--- config.mk ---
export PLATFORM = sky130hd
export DESIGN_NAME = pc_sequencer
export DESIGN_NICKNAME = d
export VERILOG_FILES = /design/src/rtl/pc_sequencer.sv
export SDC_FILE = /design/constraint.sdc
export NUM_CORES = 1
export LEC_CHECK = 0
export BUFFER_PORTS_ARGS = -buffer_cell sky130_fd_sc_hd__buf_2
export CAP_MARGIN = 20
export CORE_MARGIN = 2
export CORE_UTILIZATION = 49
export CTS_BUF_LIST = sky130_fd_sc_hd__clkbuf_16
export CTS_CLUSTER_DIAMETER = 120
export CTS_CLUSTER_SIZE = 14
export DETAILED_ROUTE_END_ITERATION = 8
export GPL_TIMING_DRIVEN = 0
export HOLD_SLACK_MARGIN = 0.05
export PLACE_DENSITY = 0.74
export SLEW_MARGIN = 20
export SYNTH_ARGS = -nofsm -noshare
export SYNTH_HDL_FRONTEND = slang
export SYNTH_SLANG_ARGS = --single-unit
--- constraint.sdc ---
create_clock -name CLK -period 3.2 [get_ports CLK]
set_clock_uncertainty 0.05 [all_clocks]
set_input_delay 0.32 -clock CLK [delete_from_list [all_inputs] [get_ports CLK]]
set_output_delay 0.32 -clock CLK [all_outputs]
set_load 0.1 [all_outputs]
--- src/rtl/pc_sequencer.sv ---
// Program counter sequencer: start/run/halt control with relative and absolute branches.
// Latency: one cycle from start, halt or branch inputs to the new PC and state.
// No backpressure; the PC advances every RUN cycle. Optional counter: PC_SEQUENCER_INST_COUNT_EN.
module pc_sequencer #(
    parameter logic [15:0] PROG0_BASE = 16'h0000,
    parameter logic [15:0] PROG1_BASE = 16'h0100
) (
    input  logic        CLK,
    input  logic        RST_N,
    input  logic        start,
    input  logic        prog_sel,
    input  logic        halt,
    input  logic        branch_taken,
    input  logic        branch_abs,
    input  logic [5:0]  branch_offset,
    input  logic [15:0] branch_target,
    output logic [15:0] PC,
    output logic        running,
    output logic        halted,
`ifdef PC_SEQUENCER_INST_COUNT_EN
    output logic [15:0] inst_count,
`endif
    output logic        pc_wrap
);

    typedef enum logic [1:0] {
        IDLE   = 2'd0,
        RUN    = 2'd1,
        HALTED = 2'd2
    } state_t;

    state_t      state;
    logic [15:0] pc_seq;
    logic [15:0] pc_rel;
    logic [15:0] start_base;

    // Candidate next-PC values; relative targets are taken from the sequential address.
    always_comb begin
        pc_seq     = PC + 16'd1;
        pc_rel     = pc_seq + {{10{branch_offset[5]}}, branch_offset};
        start_base = prog_sel ? PROG1_BASE : PROG0_BASE;
    end

    // Control FSM with registered status outputs; start overrides halt and branch.
    always_ff @(posedge CLK or negedge RST_N) begin
        if (!RST_N) begin
            state      <= IDLE;
            PC         <= PROG0_BASE;
            running    <= 1'b0;
            halted     <= 1'b0;
            pc_wrap    <= 1'b0;
`ifdef PC_SEQUENCER_INST_COUNT_EN
            inst_count <= 16'h0000;
`endif
        end else if (start) begin
            state      <= RUN;
            PC         <= start_base;
            running    <= 1'b1;
            halted     <= 1'b0;
            pc_wrap    <= 1'b0;
`ifdef PC_SEQUENCER_INST_COUNT_EN
            inst_count <= 16'h0000;
`endif
        end else begin
            case (state)
                RUN: begin
`ifdef PC_SEQUENCER_INST_COUNT_EN
                    // Every RUN cycle retires one instruction, the halt included.
                    if (inst_count != 16'hFFFF) begin
                        inst_count <= inst_count + 16'd1;
                    end
`endif
                    if (halt) begin
                        // PC stays on the halt instruction.
                        state   <= HALTED;
                        running <= 1'b0;
                        halted  <= 1'b1;
                    end else if (branch_taken) begin
                        // Branches never touch the wrap flag, even when crossing zero.
                        PC <= branch_abs ? branch_target : pc_rel;
                    end else begin
                        PC <= pc_seq;
                        if (PC == 16'hFFFF) begin
                            pc_wrap <= 1'b1;
                        end
                    end
                end
                default: begin
                    // IDLE and HALTED hold everything until start.
                    state <= state;
                end
            endcase
        end
    end

endmodule

==> flow_metrics.tcl, run 1 <==
set metrics [dict create \
    finalCriticalPeriod_ns 3.14 \
    coreArea_um2 4030 \
    cap_violations 0 \
    clkTransAtPathRegs_ns 0.06 \
    syn_to_final_growth_pct 29.6 \
    netlist_area_um2 2070 \
    cp_num_cells 12 \
    gp_congestion 0.861 \
    rrSetupSlack_ns 0.06 \
    hp-class "in2reg" \
    slowest_stage "dfrtp_4" \
    clock_path_buffers 2 \
    die_h_um 69.0 \
    wl_met1_um 2810 \
    worst_slew_pin_slew_ns 0.551 \
    cts.sinks 19 \
    cts-root-buf "clkbuf_16" \
    r2r_cells 12 \
    portBuffers 46 \
    ys_seq_elements 19 \
    dpl.hpwl_um 4570 \
    drtIter0Drc 224 \
    viasPerCell 5.90 \
    dp.cells 363 \
    cts_tree "built" \
    relSlewSlack 0.631 \
    grt_pass1_vias 2002 \
    slew_viol_final 0 \
    grt_max_degree 20 \
    nets 370 \
    holdWs_ns 0.272 \
    dieArea_um2 4760 \
    drt_first_pass_iters 4 \
    startpoint "PC[2]" \
    worst_r2r_endpoint "PC[15]" \
    ioPinCount 48 \
    ys_types 44 \
    clock_latency_ns 0.26 \
    rsz0062_at_grt "yes" \
    critPathMaxStageDelay_ns 0.47 \
    ys_seq_area_frac 0.229 \
    synth_ff_type "dfrtp_1" \
    required_ns 3.34 \
    p_leak_nw 1.24 \
    path_class "reg2reg" \
    layout-drive-gt1-share 0.288 \
    vias 2184 \
    top_layer "met4" \
    path_buf_inv 0 \
    post_drt_wl_per_cell_um 16.5 \
    instances_no_fill 370 \
    routed_wl_um 6100 \
    numCtsBuffers 3 \
    syn_nets 316 \
    r2r_start "PC[2]" \
    antenna_left 0 \
    fmaxAchievable_mhz 318 \
    die_width_um 69.0 \
    async_reset_ff_frac 1.00 \
    met2_length_um 2940 \
    fillerInstances 346 \
    grt_usage 0.244 \
    ir_worst_vdd_v 0.000169 \
    arrival_ns 3.29 \
    status "finished clean" \
    cp_max_fo 7 \
    cp-start-kind "register" \
    worst_path_most_repeated_cell "nand3_1" \
    num_antenna_cells 0 \
    crit_path_end "PC[15]" \
    hold_violations 0 \
    grt_overflow 0 \
    num_rows 23 \
    h-tree-depth 1 \
    antenna_found_initial 0 \
    drc 0 \
    p_per_area_nw_per_um2 368 \
    critPathTopFamily "simple AND/OR/NAND/NOR gates" \
    syn_inst 267 \
    crit_chain "and4_4 -> nor2b_4 -> nand3_1 -> xnor2_2 -> ha_4 -> nand2_1 -> o21ai_2 -> a221o_1 -> a21o_1 -> xor2_1 -> or4_1 -> nand3_1" \
    grt_pass1_wl_um 9670 \
    route.met3.wl_um 292 \
    setup_viol 0 \
    post-route-period-util 0.983 \
    synth-edff-count 0 \
    synth.avg_cell_area_um2 7.76 \
    cp-end-kind "register" \
    synth_warnings 0 \
    start_util 0.514 \
]
==> cells by family (layout without fill, tap and decap cells) <==
group           Yosys count  count (layout)  share of synthesized area
xor+xnor                 25              25                      0.106
mux                       2               2                    0.00966
buf+inv                  18              71                     0.0326
flops                    19              19                      0.229
fa+ha+maj                20              20                      0.124
compound gates           90              90                      0.280
simple gates             93              93                      0.219
==> synthesized netlist by cell type (2+ instances only) <==
| cell type | instances | area (µm²) |
|---|---|---|
| mux2i_1 | 2 | 20.0 |
| nor3b_1 | 2 | 15.0 |
| nand3_1 | 12 | 60.1 |
| a31oi_1 | 3 | 18.8 |
| inv_1 | 8 | 30.0 |
| nor2b_1 | 4 | 25.0 |
| xor2_1 | 10 | 87.6 |
| nor3_1 | 5 | 25.0 |
| o21a_1 | 5 | 37.5 |
| nand4_1 | 5 | 31.3 |
| or3_1 | 2 | 12.5 |
| ha_1 | 19 | 238 |
| a22oi_1 | 3 | 22.5 |
| o221ai_1 | 2 | 17.5 |
| clkbuf_1 | 9 | 33.8 |
| o21bai_1 | 2 | 15.0 |
| nand2b_1 | 5 | 31.3 |
| a21oi_1 | 17 | 85.1 |
| dfrtp_1 | 19 | 475 |
| a21o_1 | 8 | 60.1 |
| and4_1 | 2 | 17.5 |
| o211ai_1 | 4 | 30.0 |
| xnor2_1 | 15 | 131 |
| nand2_1 | 30 | 113 |
| o21ai_0 | 36 | 180 |
| nor2_1 | 20 | 75.1 |
==> report_power, final <==
part	switching [mW]	internal, mW	total [mW]
sequential	0.0282	0.262	0.290
combinational	0.289	0.143	0.432
clock	0.0980	0.168	0.266
total	0.415	0.573	0.988
==> timing repair <==
item                                   in CTS  in global routing
gates resized for setup                     4                 18
endpoints found under the hold margin      19                  0
hold buffers                                1                  0
buffers inserted                            0                  3
setup endpoints to repair                   1                  2
pin swaps                                   2                  9
==> cells in the final DEF (no fill, tap or decap), types with 5 or more instances in the layout <==
| cell | instances |
|---|---|
| a21o_1 | 8 |
| o21a_1 | 5 |
| a21oi_1 | 16 |
| o21ai_0 | 35 |
| ha_4 | 5 |
| dfrtp_4 | 9 |
| dfrtp_1 | 6 |
| xnor2_1 | 11 |
| nand4_1 | 5 |
| ha_1 | 14 |
| inv_1 | 8 |
| nand3_1 | 10 |
| buf_2 | 46 |
| xor2_1 | 9 |
| clkbuf_1 | 8 |
| nor2_1 | 19 |
| nand2_1 | 30 |
==> layer usage <==
metal / vias to the layer above / GRT usage
li1: 1078 / -
met1: 1026 / 0.350
met2: 74 / 0.403
met3: 6 / 0.0102
met4: 0 / 0.0610
met5: - / 0
==> cell type report <==
type / instances / area (µm²) / area share
plain buffers: 9 / 33.8 / 0.0126
clock inverters: 1 / 5.00 / 0.00186
flip-flops and latches: 19 / 514 / 0.192
repair buffers: 50 / 263 / 0.0979
multi-input cells: 230 / 1700 / 0.634
clock buffers: 3 / 75.1 / 0.0280
inverters: 8 / 30.0 / 0.0112
well taps: 50 / 62.6 / 0.0233
==> metrics by stage <==
step           worst slack (ns)  total power [mW]   util  cell area (µm²)  setup TNS [ns]
2_1_floorplan           0.00136             0.598      -             2150               0
3_3_place_gp            -0.0505             0.690  0.607             2440         -0.0505
3_5_place_dp            -0.0251             0.698  0.607             2440         -0.0251
4_1_cts                 0.00473             0.959  0.634             2550               0
5_1_grt                 -0.0368              1.04  0.666             2690         -0.0368
6_report                 0.0560             0.988  0.666             2690               0
==> state kept, by name, summed over array words and instances, names as in the netlist <==
name	flops
state	1
pc_wrap	1
halted	1
PC	16
==> worst reg2reg max path: stages, from the launching register on <==
cell and delay [ns]:
dfrtp_4 0.47, and4_4 0.29, nor2b_4 0.18, nand3_1 0.14, xnor2_2 0.35, ha_4 0.27
nand2_1 0.12, o21ai_2 0.09, a221o_1 0.32, a21o_1 0.16, xor2_1 0.15, or4_1 0.41
nand3_1 0.09
==> how the worst min path moves through the flow <==
stage,start,endpoint,depth (start not counted)
2_1_floorplan,RST_N,PC[10],0
3_3_place_gp,RST_N,PC[0],1
3_5_place_dp,RST_N,PC[0],1
4_1_cts,prog_sel,PC[8],3
5_1_grt,prog_sel,PC[8],3
6_report,prog_sel,PC[8],3
No activity file was read; power rests on OpenSTA's default activity.
==> run 2: changes to the inputs <==
--- a/config.mk
+++ b/config.mk
@@ -5,17 +5,18 @@
 export SDC_FILE = /design/constraint.sdc
 export NUM_CORES = 1
 export LEC_CHECK = 0
+export ABC_AREA = 1
 export BUFFER_PORTS_ARGS = -buffer_cell sky130_fd_sc_hd__buf_2
 export CAP_MARGIN = 20
 export CORE_MARGIN = 2
-export CORE_UTILIZATION = 49
+export CORE_UTILIZATION = 51
 export CTS_BUF_LIST = sky130_fd_sc_hd__clkbuf_16
 export CTS_CLUSTER_DIAMETER = 120
 export CTS_CLUSTER_SIZE = 14
 export DETAILED_ROUTE_END_ITERATION = 8
 export GPL_TIMING_DRIVEN = 0
 export HOLD_SLACK_MARGIN = 0.05
-export PLACE_DENSITY = 0.74
+export PLACE_DENSITY = 0.75
 export SLEW_MARGIN = 20
 export SYNTH_ARGS = -nofsm -noshare
 export SYNTH_HDL_FRONTEND = slang
==> run 2 against run 1 <==
Net effect: wire length up 5.3%; combinational power up 5.1%; worst hold slack worse by 0.029 ns; maximum frequency up 16%; sequential cell count unchanged; critical endpoint unchanged; cell area up 1.2%; register-to-register slack better by 0.44 ns; critical path type unchanged; synthesized area up 13%; utilization down 4.7 points; critical path depth up 6; die area up 7.7%; via count up 19%; largest power group unchanged.
==> flow_metrics.tcl, run 2 <==
set metrics [dict create \
    holdWs_ns 0.243 \
    slew_viol_final 0 \
    vias 2597 \
    synth_warnings 0 \
    synth_ff_type "dfrtp_1" \
    critPathMaxStageDelay_ns 0.40 \
    ys_types 32 \
    clkTransAtPathRegs_ns 0.05 \
    portBuffers 46 \
    p_per_area_nw_per_um2 363 \
    h-tree-depth 1 \
    swShare 0.445 \
    dp.cells 485 \
    fmaxAchievable_mhz 369 \
    drtIter0Drc 159 \
    instances_no_fill 490 \
    postPlaceCellArea_um2 2630 \
    syn_to_final_growth_pct 16.5 \
    dpl.hpwl_um 5310 \
    largest_reg_flops 16 \
    netlist_area_um2 2330 \
    p_sw_mw 0.438 \
    tns_ns 0 \
    antenna_left 0 \
    clock_latency_ns 0.25 \
    drc 0 \
    combPwrFrac 0.460 \
    hold_violations 0 \
    internal-power_mw 0.547 \
    path_class "reg2reg" \
    syn_inst 387 \
    grt_pass1_wl_um 10900 \
    synth.avg_cell_area_um2 6.03 \
    p_leak_nw 1.56 \
    dieArea_um2 5130 \
    finish.utilization 0.620 \
    viasPerCell 5.30 \
    cp_max_fo 5 \
    clock_path_buffers 2 \
    netlist_top_cells_count "nand2_1, inv_1, nor2_1" \
    cp-start-kind "register" \
    rsz0062_at_grt "no" \
    start_util 0.532 \
    grt_overflow 0 \
    post-route-period-util 0.846 \
    coreArea_um2 4380 \
    ys_seq_area_frac 0.204 \
    synth_top_cell_area_share 0.204 \
    cap_violations 0 \
    grt_usage 0.267 \
    crit_chain "ha_1 -> nand2_1 -> nor2_2 -> nand2_1 -> nor2_1 -> xor2_1 -> inv_1 -> ha_1 -> a21oi_1 -> nand2_1 -> a21oi_1 -> nand2_1 -> inv_1 -> nand2_1 -> nand3_1 -> nand2_1 -> nand2_1 -> nand2_1" \
    regMostFlops "PC" \
    layout-drive-gt1-share 0.153 \
    antenna_found_initial 0 \
    post_drt_wl_per_cell_um 13.1 \
    routed_wl_um 6420 \
    synth_top_cell_by_area "dfrtp_1" \
    num_antenna_cells 0 \
    cts.sinks 19 \
    cts-root-buf "clkbuf_16" \
    status "finished clean" \
    hp-class "in2reg" \
    seq_power_share 0.281 \
    arrival_ns 2.80 \
    synth-edff-count 0 \
    slowest_stage "dfrtp_1" \
    critPathTopFamily "simple AND/OR/NAND/NOR gates" \
    final_cell_mix "nand2_1, inv_1, buf_2" \
    synth.most_common_cell "nand2_1" \
    nets 488 \
    worst_slew_pin_slew_ns 0.495 \
    fin_ws_ns 0.491 \
    required_ns 3.29 \
    path_buf_inv 2 \
    setup_viol 0 \
    syn_nets 436 \
    num_rows 24 \
    synthTopCellsByArea "dfrtp_1, nand2_1, ha_1" \
    grt_max_degree 20 \
    ioPinCount 48 \
    die_width_um 71.6 \
    grt_pass1_vias 2380 \
    fillerInstances 443 \
    finalCriticalPeriod_ns 2.71 \
    ir_worst_vdd_v 0.000341 \
    numCtsBuffers 3 \
    async_reset_ff_frac 1.00 \
    total_power_mw 0.985 \
    power_frac_clock 0.259 \
    layout_commonest_cell "nand2_1" \
    cts_tree "built" \
    die_h_um 71.6 \
    place_ws_ns 0.483 \
    stdcell_area_um2 2720 \
    gp_congestion 0.877 \
    cp-end-kind "register" \
    drt_first_pass_iters 4 \
    relSlewSlack 0.672 \
    ys_seq_elements 19 \
    worst_path_most_repeated_cell "nand2_1" \
]
-- run 2: cell count changes after synthesis, sizes merged, moves of 4 or more --
cell / change
nand2b: -5
xnor2: -12
a21o: -7
o21a: -5
clkbuf: -6
inv: +51
nor2: +20
nand2: +87
nor2b: -4
nand3: +15
a21oi: +17
o21ai: -9
-- run 2: power groups by stage --
stage               clock network (mW)  registers [mW]  logic (mW)
floorplan                            0           0.401       0.223
global placement                     0           0.280       0.444
detailed placement                   0           0.281       0.450
CTS                              0.257           0.277       0.453
global route                     0.269           0.280       0.504
finish                           0.255           0.277       0.454
-- run 2: what timing repair did --
action,4_1_cts,5_1_grt
resized for setup,0,0
buffers inserted,0,0
endpoints found under the hold margin,19,0
hold buffers,1,0
-- run 2: kinds of logic (layout without fill, tap and decap cells) --
kind of cell               count (synthesis)  count (layout)  share of synthesized area
AOI/OAI and AO/OA                         72              72                      0.171
xor gates and xnor gates                  11              11                     0.0413
buffers and inverters                     67             118                      0.109
DFF                                       19              19                      0.204
and+or+nand+nor                          198             198                      0.364
adders and majority gates                 20              20                      0.111
-- run 2: layout make-up --
cell class / instances / area [µm²] / share of cell area
multi-input cells: 301 / 1600 / 0.590
flip-flops and latches: 19 / 475 / 0.175
repair buffers: 47 / 240 / 0.0884
inverters: 61 / 229 / 0.0843
clock buffers: 3 / 75.1 / 0.0276
well taps: 52 / 65.1 / 0.0240
plain buffers: 6 / 26.3 / 0.00967
clock inverters: 1 / 3.75 / 0.00138
-- run 2: worst paths after layout --
path	start	to	slack, ns	cells past startpoint
setup / recovery	PC[1]	PC[15]	0.49	18
min in group asynchronous	RST_N	state[0]	0.49	2
hold / removal	start	pc_wrap	0.24	2
max in group asynchronous	RST_N	PC[10]	2.29	2
setup reg to reg	PC[1]	PC[15]	0.49	18
hold reg to reg	pc_wrap	pc_wrap	0.45	2
-- run 2: layer usage --
layer | track usage | routed length (µm)
met1 | 0.358 | 2920
met2 | 0.454 | 3020
met3 | 0.0323 | 343
met4 | 0.0734 | 138
met5 | 0 | 0
